===== config.mk =====
export PLATFORM = sky130hd
export DESIGN_NAME = route_compute_share_ctrl
export DESIGN_NICKNAME = d
export VERILOG_FILES = /design/src/rtl/route_compute_share_ctrl.sv
export SDC_FILE = /design/constraint.sdc
export NUM_CORES = 1
export LEC_CHECK = 0
export ABC_AREA = 1
export CELL_PAD_IN_SITES_DETAIL_PLACEMENT = 1
export CELL_PAD_IN_SITES_GLOBAL_PLACEMENT = 1
export CORE_MARGIN = 5
export CORE_UTILIZATION = 28
export DETAILED_ROUTE_END_ITERATION = 16
export MAX_ROUTING_LAYER = met4
export PLACE_DENSITY = 0.87
export SKIP_LAST_GASP = 1
export SLEW_MARGIN = 20
export SYNTH_ARGS = -nofsm -noshare
export SYNTH_HDL_FRONTEND = slang
export SYNTH_SLANG_ARGS = --single-unit

===== constraint.sdc =====
create_clock -name clk -period 2 [get_ports clk]
set_input_delay 0.6 -clock clk [delete_from_list [all_inputs] [get_ports clk]]
set_output_delay 0.6 -clock clk [all_outputs]
set_load 0.01 [all_outputs]

===== src/rtl/route_compute_share_ctrl.sv =====
// Round-robin sharing of a single look-ahead route-computation unit among NREQ input VCs.
// Optional DfD trace capture is enabled by defining ROUTE_SHARE_DFD_TRACE_EN.
module route_compute_share_ctrl #(
  parameter  int NREQ   = 4,
  parameter  int EAw    = 3,
  parameter  int DSTPw  = 4,
  parameter  int RC_LAT = 1,
  localparam int IDw    = (NREQ > 1) ? $clog2(NREQ) : 1
) (
  input  logic                  clk,
  input  logic                  reset,
  input  logic [NREQ-1:0]       req,
  input  logic [NREQ*EAw-1:0]   req_dest_e_addr,
  input  logic [NREQ*DSTPw-1:0] req_destport,
  output logic [NREQ-1:0]       gnt,
  output logic                  rc_valid,
  output logic [EAw-1:0]        rc_dest_e_addr,
  output logic [DSTPw-1:0]      rc_destport,
  input  logic [DSTPw-1:0]      rc_lkdestport,
  output logic                  rsp_valid,
  output logic [IDw-1:0]        rsp_id,
  output logic [DSTPw-1:0]      rsp_lkdestport,
  output logic                  busy
`ifdef ROUTE_SHARE_DFD_TRACE_EN
  ,
  input  logic                  rc_trigger,
  input  logic [31:0]           rc_trace,
  output logic [15:0]           dbg_trig_cnt,
  output logic [31:0]           dbg_trace
`endif
);

  typedef enum logic [1:0] {S_IDLE, S_ISSUE, S_WAIT, S_DONE} state_e;

  localparam logic [1:0] CNT_INIT = (RC_LAT > 0) ? 2'(RC_LAT - 1) : 2'd0;

  state_e           state_q, state_d;
  logic [IDw-1:0]   rr_q, rr_d;
  logic [IDw-1:0]   id_q, id_d;
  logic [EAw-1:0]   addr_q, addr_d;
  logic [DSTPw-1:0] dport_q, dport_d;
  logic [1:0]       cnt_q, cnt_d;
  logic [DSTPw-1:0] lk_q, lk_d;
  logic [IDw-1:0]   last_id_q, last_id_d;
  logic [DSTPw-1:0] last_lk_q, last_lk_d;
  logic             capture;
  logic             win_found;
  logic [IDw-1:0]   win_id;

  // Rotating priority: first set request at or above rr_q, wrapping to 0.
  always_comb begin
    int unsigned idx;
    win_found = 1'b0;
    win_id    = '0;
    idx       = 0;
    for (int unsigned i = 0; i < NREQ; i++) begin
      idx = int'(rr_q) + i;
      if (idx >= NREQ) idx = idx - NREQ;
      if (!win_found && req[idx]) begin
        win_found = 1'b1;
        win_id    = IDw'(idx);
      end
    end
  end

  always_comb begin
    state_d   = state_q;
    rr_d      = rr_q;
    id_d      = id_q;
    addr_d    = addr_q;
    dport_d   = dport_q;
    cnt_d     = cnt_q;
    lk_d      = lk_q;
    last_id_d = last_id_q;
    last_lk_d = last_lk_q;
    capture   = 1'b0;
    rc_valid  = 1'b0;
    rsp_valid = 1'b0;
    gnt       = '0;
    case (state_q)
      S_IDLE: begin
        if (win_found) begin
          id_d    = win_id;
          addr_d  = req_dest_e_addr[int'(win_id)*EAw +: EAw];
          dport_d = req_destport[int'(win_id)*DSTPw +: DSTPw];
          state_d = S_ISSUE;
        end
      end
      S_ISSUE: begin
        rc_valid = 1'b1;
        if (RC_LAT == 0) begin
          capture = 1'b1;
          state_d = S_DONE;
        end else begin
          cnt_d   = CNT_INIT;
          state_d = S_WAIT;
        end
      end
      S_WAIT: begin
        if (cnt_q == 2'd0) begin
          capture = 1'b1;
          state_d = S_DONE;
        end else begin
          cnt_d = cnt_q - 2'd1;
        end
      end
      S_DONE: begin
        // A requester that dropped its request meanwhile gets no response.
        if (req[id_q]) begin
          rsp_valid   = 1'b1;
          gnt[id_q]   = 1'b1;
          last_id_d   = id_q;
          last_lk_d   = lk_q;
        end
        rr_d    = (id_q == IDw'(NREQ - 1)) ? '0 : id_q + 1'b1;
        state_d = S_IDLE;
      end
      default: state_d = S_IDLE;
    endcase
    if (capture) lk_d = rc_lkdestport;
  end

  always_ff @(posedge clk) begin
    if (!reset) begin
      state_q   <= S_IDLE;
      rr_q      <= '0;
      id_q      <= '0;
      addr_q    <= '0;
      dport_q   <= '0;
      cnt_q     <= '0;
      lk_q      <= '0;
      last_id_q <= '0;
      last_lk_q <= '0;
    end else begin
      state_q   <= state_d;
      rr_q      <= rr_d;
      id_q      <= id_d;
      addr_q    <= addr_d;
      dport_q   <= dport_d;
      cnt_q     <= cnt_d;
      lk_q      <= lk_d;
      last_id_q <= last_id_d;
      last_lk_q <= last_lk_d;
    end
  end

  assign busy           = (state_q != S_IDLE);
  assign rc_dest_e_addr = busy ? addr_q : '0;
  assign rc_destport    = busy ? dport_q : '0;
  assign rsp_id         = rsp_valid ? id_q : last_id_q;
  assign rsp_lkdestport = rsp_valid ? lk_q : last_lk_q;

`ifdef ROUTE_SHARE_DFD_TRACE_EN
  logic [15:0] dbg_cnt_q;
  logic [31:0] dbg_trace_q;

  always_ff @(posedge clk) begin
    if (!reset) begin
      dbg_cnt_q   <= '0;
      dbg_trace_q <= '0;
    end else if (capture && rc_trigger) begin
      if (dbg_cnt_q != '1) dbg_cnt_q <= dbg_cnt_q + 16'd1;
      dbg_trace_q <= rc_trace;
    end
  end

  assign dbg_trig_cnt = dbg_cnt_q;
  assign dbg_trace    = dbg_trace_q;
`endif

  gnt_onehot_a: assert property (@(posedge clk) disable iff (!reset) $onehot0(gnt));

endmodule


==> out/metrics.cfg <==
[run_status]
status = complete, but fails checks
violations = setup timing

[grt]
grt_start_max_net_pins = 17
grt_pass1_vias = 2284
wire_length_of_the_first_global_routing_pass_um = 10100
overflow = 0
grt_antenna_before_repair = 0
grt.total_usage_pct = 16.3

[sta]
finalSetupTns_ps = -1870
period_needed_ps = 2280
worst-slew-pin-transition_ps = 555
timing_hold_violations_final = 0
setup_viol = 11
finClkSkew_ps = 7.47
achievable-frequency_mhz = 439
final-max-slew-violation-count = 0
final_min_period_over_clock_period_pct = 114
grt_setup_unrepaired = true
layout_setup_ws_ps = -278
max_slew_margin_pct = 63.0

[layout]
insertedDiodeCount = 0
area_delta_synth_final_pct = 76.2
sequential_cell_area_um2 = 510
layout.nets = 448
final_layout_size_suffix_gt1_share_pct = 41.0
multi_input_logic_area_um2 = 1280
design_area_um2 = 3110
fillers = 794

[worst_hold_path]
hold-path-cell-count = 1
timing.hold.worst.start = cnt_q[0]
class_of_the_worst_hold_path = flop to flop
worst_hold_path.endpoint = cnt_q[0]

[synth]
syn_area_um2 = 1760
netlist-cell-type-count = 24
synth_warnings = 0
postSynthRegisterBits = 25
postSynthNetCount = 338
ys_seq_area_share_pct = 28.4
syn-mean-instance-area_um2 = 6.06
syn-instance-count = 291

[critical_path]
cpMostUsedCell = sky130_fd_sc_hd__inv_4
worstReg2RegEnd = last_id_q[1]
critical_path_depth = 11
rr_worst_depth = 14
critical_path_endpoint_category = output port
crit_family = simple AND/OR/NAND/NOR gates
critical_path.max_stage_delay_ps = 230
critical_path_required_ps = 1400
startpoint_type = input port
regToRegSetupSlack_ps = 130
critical_path_arrival_ps = 1680
critical_path.cell_chain = buf_8 -> inv_4 -> a21oi_2 -> o21ai_1 -> nand2_1 -> nand2_4 -> inv_4 -> or2_4 -> o21ai_4 -> inv_1 -> buf_2
timing_worst_setup_path_type = input port to output port
r2r_startpoint = id_q[0]
cp_max_fo = 6
worst-path-buf-inv = 5
crit_path_top_delay_cell = sky130_fd_sc_hd__or2_4

[power_and_ir_drop]
pwr-share-clk_pct = 8.7
power.density_nw_per_um2 = 1150
power_frac_comb_pct = 70.3
ir_worst_vdd_mv = 0.427
sw_share_pct = 45.3
power.leakage_nw = 1.58
p_sw_mw = 1.63
int_power_mw = 1.96
sequentialPowerShare_pct = 21.0

[clock_tree]
cts_tree = built
cts-buffers-inserted = 3
cts_hold_repair.buffers = 0
path_clk_slew_ps = 90
clock_insertion_delay_worst_skew_ps = 270
cts_num_sinks = 25
htree_num_levels = 1
clock-root-buffer = sky130_fd_sc_hd__clkbuf_8
clockBufferDepth = 2

[floorplan]
core.rowCount = 29
floorplan.die.width_um = 89.4
pin_count = 58
chipHeight_um = 89.4
design.core.area_um2 = 6240
initial_core_util_pct = 28.3
design.die.area_um2 = 7990

[drt]
post-route-drc-count = 0
wirelength_um = 6630
avgRoutedWirePerCell_um = 13.9
detail-route-antenna-nets = 0
drt_first_iter_violations = 68
detail_route.first_pass.iterations = 4
viasPerCell = 4.54
detailroute.via_count = 2165

[placed_design]
placedInstanceArea_um2 = 2640
io_buffer_count = 57
dp_hpwl_um = 4480
finalWeightedCongestion = 0.815

[run]
maxCapViolations = 0

## flip-flops by register name, indices dropped and copies added, names as in the netlist
register and count:
dport_q 4, last_lk_q 4, addr_q 3, id_q 2, last_id_q 2, state_q 2
cnt_q 2, lk_q 4, rr_q 2
## cell usage after synthesis (all sizes together)
cell type | n | area, um^2
a211oi | 1 | 12.5
a21oi | 13 | 65.1
a221oi | 1 | 8.76
and2 | 1 | 6.26
buf | 4 | 41.3
clkbuf | 4 | 15.0
clkinv | 1 | 3.75
dfxtp | 25 | 500
ha | 9 | 113
inv | 54 | 203
nand2 | 88 | 343
nand3 | 20 | 123
nand4 | 5 | 31.3
nor2 | 41 | 171
o21ai | 18 | 90.1
o22ai | 1 | 6.26
or2 | 5 | 31.3
## metal layers
metal  up-vias  track usage (%)  wire (um)  part of all wire [%]
met4         0             1.35         42                  0.63
met5         -                -          0                     0
met3         6             2.58        271                   4.1
li1       1105                -          -                     -
met1      1007             17.4       2680                    40
met2        47             32.5       3640                    55
## layout by cell type (no fill, tap or decap), types with 6 or more instances in the layout
master	Yosys	routed
sky130_fd_sc_hd__nor2_2	1	8
sky130_fd_sc_hd__buf_2	0	11
sky130_fd_sc_hd__a21oi_1	13	11
sky130_fd_sc_hd__clkdlybuf4s50_1	0	33
sky130_fd_sc_hd__inv_1	50	39
sky130_fd_sc_hd__ha_1	9	8
sky130_fd_sc_hd__nand3_2	2	6
sky130_fd_sc_hd__nand2_2	5	10
sky130_fd_sc_hd__nor2_1	38	29
sky130_fd_sc_hd__inv_2	4	11
sky130_fd_sc_hd__buf_4	1	48
sky130_fd_sc_hd__o21ai_0	18	9
sky130_fd_sc_hd__nand3_1	17	11
sky130_fd_sc_hd__nand2_4	0	12
sky130_fd_sc_hd__dfxtp_1	25	19
sky130_fd_sc_hd__buf_6	3	12
sky130_fd_sc_hd__nand2_1	83	66
## layout make-up
type                            instances  share of cell area (%)
Sequential cell                        25                    16.4
Timing Repair Buffer                  113                    30.8
Clock inverter                          1                   0.241
Inverter                               55                    7.04
Multi-Input combinational cell        203                    41.1
Tap cell                               77                    3.10
Clock buffer                            3                    1.33
## power by group through the flow
stage / clock [mW] / sequential, mW / combinational [mW]
floorplan: 0 / 0.707 / 1.14
global placement: 0 / 0.714 / 1.91
detailed placement: 0 / 0.720 / 1.98
CTS: 0.320 / 0.724 / 2.23
global route: 0.335 / 0.770 / 2.80
finish: 0.312 / 0.753 / 2.52
## how the worst max path moves through the flow
stage	from	end	slack [ps]
global route	req[0]	rsp_lkdestport[0]	-330
CTS	req[2]	rsp_lkdestport[3]	-240
floorplan	req[2]	rsp_id[1]	-30
finish	req[2]	rsp_lkdestport[0]	-280
global placement	req[1]	rsp_lkdestport[3]	-980
detailed placement	req[2]	rsp_lkdestport[3]	-1040
## cells by family (layout without fill, tap and decap cells)
family / Yosys count / in the layout / synth area share, %
AO/OA/AOI/OAI: 34 / 34 / 10.4
adder cells (fa/ha/maj): 9 / 9 / 6.38
buffers and inverters: 63 / 172 / 14.9
flip-flops: 25 / 25 / 28.4
AND/OR/NAND/NOR: 160 / 160 / 40.0
## stage by stage
stage	hold slack, ps	setup slack, ps	cells	power [mW]	utilization [%]
final	467	-278	477	3.59	49.8
after global routing	487	-330	477	3.90	49.8
after CTS	466	-237	474	3.28	46.4
after detailed placement	452	-1040	452	2.70	42.3
after global placement	438	-984	452	2.62	42.3
after floorplan	426	-29.2	291	1.85	-
## timing repair
action / 4_1_cts / 5_1_grt
setup endpoints to repair: 31 / 31
gates resized for setup: 125 / 76
pin swaps: 21 / 28
buffers inserted: 20 / 6
Note: power is estimated with default switching activity, not from simulation.
